`src/rtl/fifo_push_ctrl_pkg.sv`:
```
// ============================================================================
//  Module   : fifo_push_ctrl_pkg
//  Purpose  : Shared state encoding and byte-count constants for fifo_push_ctrl.
//  Revision : 1.0 - initial release
// ============================================================================
`default_nettype none

package fifo_push_ctrl_pkg;

  typedef enum logic [1:0] {
    IDLE    = 2'd0,
    PUSH_LO = 2'd1,
    PUSH_HI = 2'd2
  } state_e;

  localparam logic NBYTES_ONE = 1'b0;
  localparam logic NBYTES_TWO = 1'b1;

endpackage : fifo_push_ctrl_pkg

`default_nettype wire

```
`src/rtl/fifo_push_ctrl.sv`:
```
// ============================================================================
//  Module   : fifo_push_ctrl
//  Purpose  : Serialises 1/2-byte words into async-FIFO write strobes, with a
//             stall watchdog that drops a word if the FIFO stays full too long.
//  Revision : 1.0 - initial release
// ============================================================================
`default_nettype none

module fifo_push_ctrl
  import fifo_push_ctrl_pkg::*;
#(
  parameter int DATA_WIDTH  = 8,
  parameter int STALL_LIMIT = 255,
  parameter int CNT_WIDTH   = 8
) (
  input  logic                    CLK,
  input  logic                    RST,
  input  logic [2*DATA_WIDTH-1:0] IN_DATA,
  input  logic                    IN_NBYTES,
  input  logic                    IN_VALID,
  output logic                    IN_READY,
  input  logic                    W_FULL,
  output logic                    W_INC,
  output logic [DATA_WIDTH-1:0]   WR_DATA,
  output logic                    DROP_ERR,
  input  logic                    ERR_CLR
);

  localparam logic [CNT_WIDTH-1:0] STALL_LAST = CNT_WIDTH'(STALL_LIMIT - 1);

  state_e                  state_q, state_d;
  logic [2*DATA_WIDTH-1:0] hold_q, hold_d;
  logic                    nbytes_q, nbytes_d;
  logic [CNT_WIDTH-1:0]    stall_q, stall_d;
  logic                    drop_err_q, drop_err_d;
  logic                    drop_set;
  logic                    push_active;

  always_ff @(posedge CLK) begin
    if (RST) begin
      state_q    <= IDLE;
      hold_q     <= '0;
      nbytes_q   <= NBYTES_ONE;
      stall_q    <= '0;
      drop_err_q <= 1'b0;
    end else begin
      state_q    <= state_d;
      hold_q     <= hold_d;
      nbytes_q   <= nbytes_d;
      stall_q    <= stall_d;
      drop_err_q <= drop_err_d;
    end
  end

  always_comb begin
    state_d  = state_q;
    hold_d   = hold_q;
    nbytes_d = nbytes_q;
    stall_d  = stall_q;
    drop_set = 1'b0;

    case (state_q)
      IDLE: begin
        if (IN_VALID) begin
          hold_d   = IN_DATA;
          nbytes_d = IN_NBYTES;
          stall_d  = '0;
          state_d  = PUSH_LO;
        end
      end

      PUSH_LO, PUSH_HI: begin
        if (!W_FULL) begin
          stall_d = '0;
          if (state_q == PUSH_LO && nbytes_q == NBYTES_TWO) begin
            state_d = PUSH_HI;
          end else begin
            state_d = IDLE;
          end
        end else if (stall_q == STALL_LAST) begin
          // Watchdog expiry: abandon the rest of the word; bytes already
          // written stay in the FIFO.
          state_d  = IDLE;
          stall_d  = '0;
          drop_set = 1'b1;
        end else begin
          stall_d = stall_q + 1'b1;
        end
      end

      default: begin
        state_d = IDLE;
        stall_d = '0;
      end
    endcase

    // A new drop outranks a simultaneous clear.
    if (drop_set) begin
      drop_err_d = 1'b1;
    end else if (ERR_CLR) begin
      drop_err_d = 1'b0;
    end else begin
      drop_err_d = drop_err_q;
    end
  end

  assign push_active = (state_q == PUSH_LO) || (state_q == PUSH_HI);
  assign IN_READY    = (state_q == IDLE);
  assign W_INC       = push_active & ~W_FULL;
  assign DROP_ERR    = drop_err_q;

  always_comb begin
    WR_DATA = '0;
    case (state_q)
      PUSH_LO: WR_DATA = hold_q[DATA_WIDTH-1:0];
      PUSH_HI: WR_DATA = hold_q[2*DATA_WIDTH-1:DATA_WIDTH];
      default: WR_DATA = '0;
    endcase
  end

endmodule : fifo_push_ctrl

`default_nettype wire

```
`config.mk`:
```
export PLATFORM = sky130hd
export DESIGN_NAME = fifo_push_ctrl
export DESIGN_NICKNAME = d
export VERILOG_FILES = /design/src/rtl/fifo_push_ctrl_pkg.sv /design/src/rtl/fifo_push_ctrl.sv
export SDC_FILE = /design/constraint.sdc
export NUM_CORES = 1
export LEC_CHECK = 0
export CAP_MARGIN = 20
export CORE_ASPECT_RATIO = 1.75
export CORE_MARGIN = 1.5
export CORE_UTILIZATION = 48
export CTS_CLUSTER_DIAMETER = 50
export DETAILED_ROUTE_END_ITERATION = 10
export MAX_ROUTING_LAYER = met4
export PLACE_DENSITY = 0.78
export RECOVER_POWER = 25
export SYNTH_ARGS = -nofsm -noshare
export SYNTH_HDL_FRONTEND = slang
export SYNTH_SLANG_ARGS = --single-unit
```
`constraint.sdc`:
```
create_clock -name CLK -period 2.1 [get_ports CLK]
set_clock_uncertainty 0.05 [all_clocks]
set_input_delay 0.21 -clock CLK [delete_from_list [all_inputs] [get_ports CLK]]
set_output_delay 0.21 -clock CLK [all_outputs]
set_load 0.01 [all_outputs]
```
==> key figures <==
Die
  – IO Pins: 33
  – CORE AREA: between 2000 and 3000 um^2
  – Initial Util: approximately half
  – Die ar.: 3170 um^2
  – Chip width: 43.2 um
  – FP Rows: 25
  – Die extent in y: around 73 um

Timing
  – Sum of negative setup slack: 0 ns
  – Tmin final: 2.04 ns
  – Setup Viol. Count Final: 0
  – Unrepaired setup endpoints after global routing: false
  – Final Hold Fails: 0
  – Slew Limit Fails: 0
  – Achievable Freq: 490 MHz
  – Max_slew headroom: between 40 and 50%
  – Crit share post-route: 97.2%
  – Worst slew pin tran: between 0.8 and 0.9 ns

Power
  – Switching portion of total power: a little over a quarter
  – Sequential fraction of design power: between 50% and 60%
  – Leak: 0.000680 uW
  – Clock power share: 25.7%
  – Comb power frac: between 20% and 30%
  – Worst vdd ir: 0.355 mV
  – P per Cell Area: 612 nW/um^2
  – Total net switching power: 282 uW
  – Cell-internal power: ~800 uW

Synthesis
  – Post-synth top area share: 41.2%
  – Unique masters post-synth: 26
  – Cells after Synth: 158
  – Syn Area/Cell: between 8 and 9 um^2
  – Cell with the most instances after synthesis: nand2_1
  – Synth Net Count: 186
  – Synth top cells by count: 38 x nand2_1, 28 x dfxtp_1, 19 x a21oi_1, 10 x nor2_1, 10 x nor2b_1
  – Synth area leader: dfxtp_1
  – Sequential share of the synthesized area: 41.2%
  – EDFF count, synth: 0
  – Ranking of synthesized cells by area: dfxtp_1 41%, nand2_1 10%, a21oi_1 7.0%, ha_1 5.5%, nor2b_1 4.6%
  – Ys flop type: dfxtp_1
  – Async SR Flop Fraction: 0%
  – Mapped cell area: 1360 um^2
  – Flip-flop and latch count after synthesis: 28
  – Yosys warns: 0

Finish
  – Layout Nets: 217
  – Final core occ: 65.8%
  – # diodes: 0
  – Synth-to-Final Area Change: 30.2%
  – Share of cells above drive strength 1: 10.7%
  – FILL cells: 229
  – Final std cells w/o fill: 214

Global routing
  – Number of global-route vias before repair: around 1,200
  – Antenna violations before repair: 0
  – Largest net degree at the start of global routing: 21
  – Total congestion overflow: 0
  – First-pass GRT wire length: just over 5 mm
  – Overall Global Routing Usage: 21.5%

Hold path
  – Hold crit path type: flip-flop to flip-flop

CTS
  – Clock Sinks: 28
  – Root Driver: clkbuf_8
  – H-tree depth: 1
  – Worst-Skew Late Latency: roughly 0.26 ns
  – TritonCTS clock tree: done
  – CTS Buf Count: 3
  – Worst-path clk slew: roughly 0.090 ns
  – Max Root-Sink Buffers: 2

Setup path
  – Crit path DAT: approximately 1.8 ns
  – Crit-path max FO: 7
  – Worst setup EP type: output pin
  – CP Data Required Time: 1.84 ns
  – CP Launch Type: flip-flop
  – Critical path class: flip-flop to output pin

Routing
  – DRC viols: 0
  – Post-detailed-route count of antenna-violating nets: 0
  – Wire per inst: 14.5 um
  – DR pass1 iterations: 4
  – Routed wire length: 3.10 mm
  – Vias/cell: between 5 and 6
  – Initial DRC Count: 32
  – Via count: around 1,200

Placed design
  – Dpl cells: 209
  – Detailed Place HPWL: 2.28 mm
  – # port buffers: 32
  – GPL Wtd Cong: 0.784

Run status
  – Outcome: complete, no violations

Run
  – Max Cap Viol: 0
-- sequential cells by signal, summed over array words and instances, names as in the netlist --
name	count
state_q	2
nbytes_q	1
DROP_ERR	1
hold_q	16
stall_q	8
-- placed cells by master, fill, tap and decap left out, drive strengths merged, types with 4 or more instances in the layout --
cell type	count
nand2	38
dfxtp	28
clkdlybuf4s50	25
a21oi	19
nor2b	10
nor2	10
a22oi	8
ha	6
dlygate4sd2	5
nand4	5
xor2	4
inv	4
clkbuf	4
-- cells by family (layout without fill, tap and decap cells) --
family                   after synthesis  in the layout  synth area share, %
AO/OA/AOI/OAI                         33             33                 16.0
buffers and inverters                 14             43                 4.69
flip-flops                            28             28                 41.2
XOR/XNOR                               7              7                 4.51
AND/OR/NAND/NOR                       70             70                 28.1
adder cells (fa/ha/maj)                6              6                 5.52
-- final timing paths --
kind               from  cells after the start  slack [ns]    endpoint
max          state_q[0]                      4        0.06  WR_DATA[0]
min          hold_q[12]                      2        0.41  hold_q[12]
max reg2reg  state_q[0]                      5        0.29   hold_q[3]
min reg2reg  hold_q[12]                      2        0.41  hold_q[12]
-- area by class of cell --
cell class / count / area (um^2) / area share, %
multi-input combinational: 116 / 773 / 43.7
sequential: 28 / 563 / 31.8
timing repair buffer: 36 / 344 / 19.4
clock buffer: 3 / 41.3 / 2.33
tap: 27 / 33.8 / 1.91
inverter: 4 / 15.0 / 0.848
-- per-layer routing --
metal	up-vias	part of all wire (%)	GRT usage, %
li1	588	-	-
met1	546	36	19.9
met2	36	58	41.1
met3	6	4.0	2.95
met4	0	1.8	10.8
met5	-	0	-
-- metrics by stage --
stage / worst slack [ns] / cell area, um^2 / hold slack (ns) / total power [uW]
floorplan: 0.546 / 1360 / 0.296 / 720
detailed placement: 0.153 / 1680 / 0.403 / 799
global placement: 0.219 / 1680 / 0.394 / 792
CTS: 0.0176 / 1760 / 0.415 / 1090
global route: 0.00441 / 1770 / 0.433 / 1140
finish: 0.0592 / 1770 / 0.414 / 1080
-- timing repair --
action / in CTS / in global routing
gates resized for setup: 13 / 2
pin swaps: 0 / 1
buffers inserted: 0 / 2
hold endpoints to repair: 0 / 0
hold buffers: 0 / 0
setup endpoints to repair: 9 / 4
-- power by group through the flow --
stage / logic, uW / clock network [uW] / registers [uW]
floorplan: 134 / 0 / 586
global placement: 202 / 0 / 590
detailed placement: 207 / 0 / 592
CTS: 219 / 288 / 581
global route: 248 / 306 / 584
finish: 225 / 278 / 581
-- worst max-delay path: stages (launching register included) --
cell,delay [ns]
dfxtp_2,0.37
inv_1,0.12
ha_4,0.32
nor2b_1,0.15
clkdlybuf4s50_1,0.55
No activity file was read; power rests on OpenSTA's default activity.
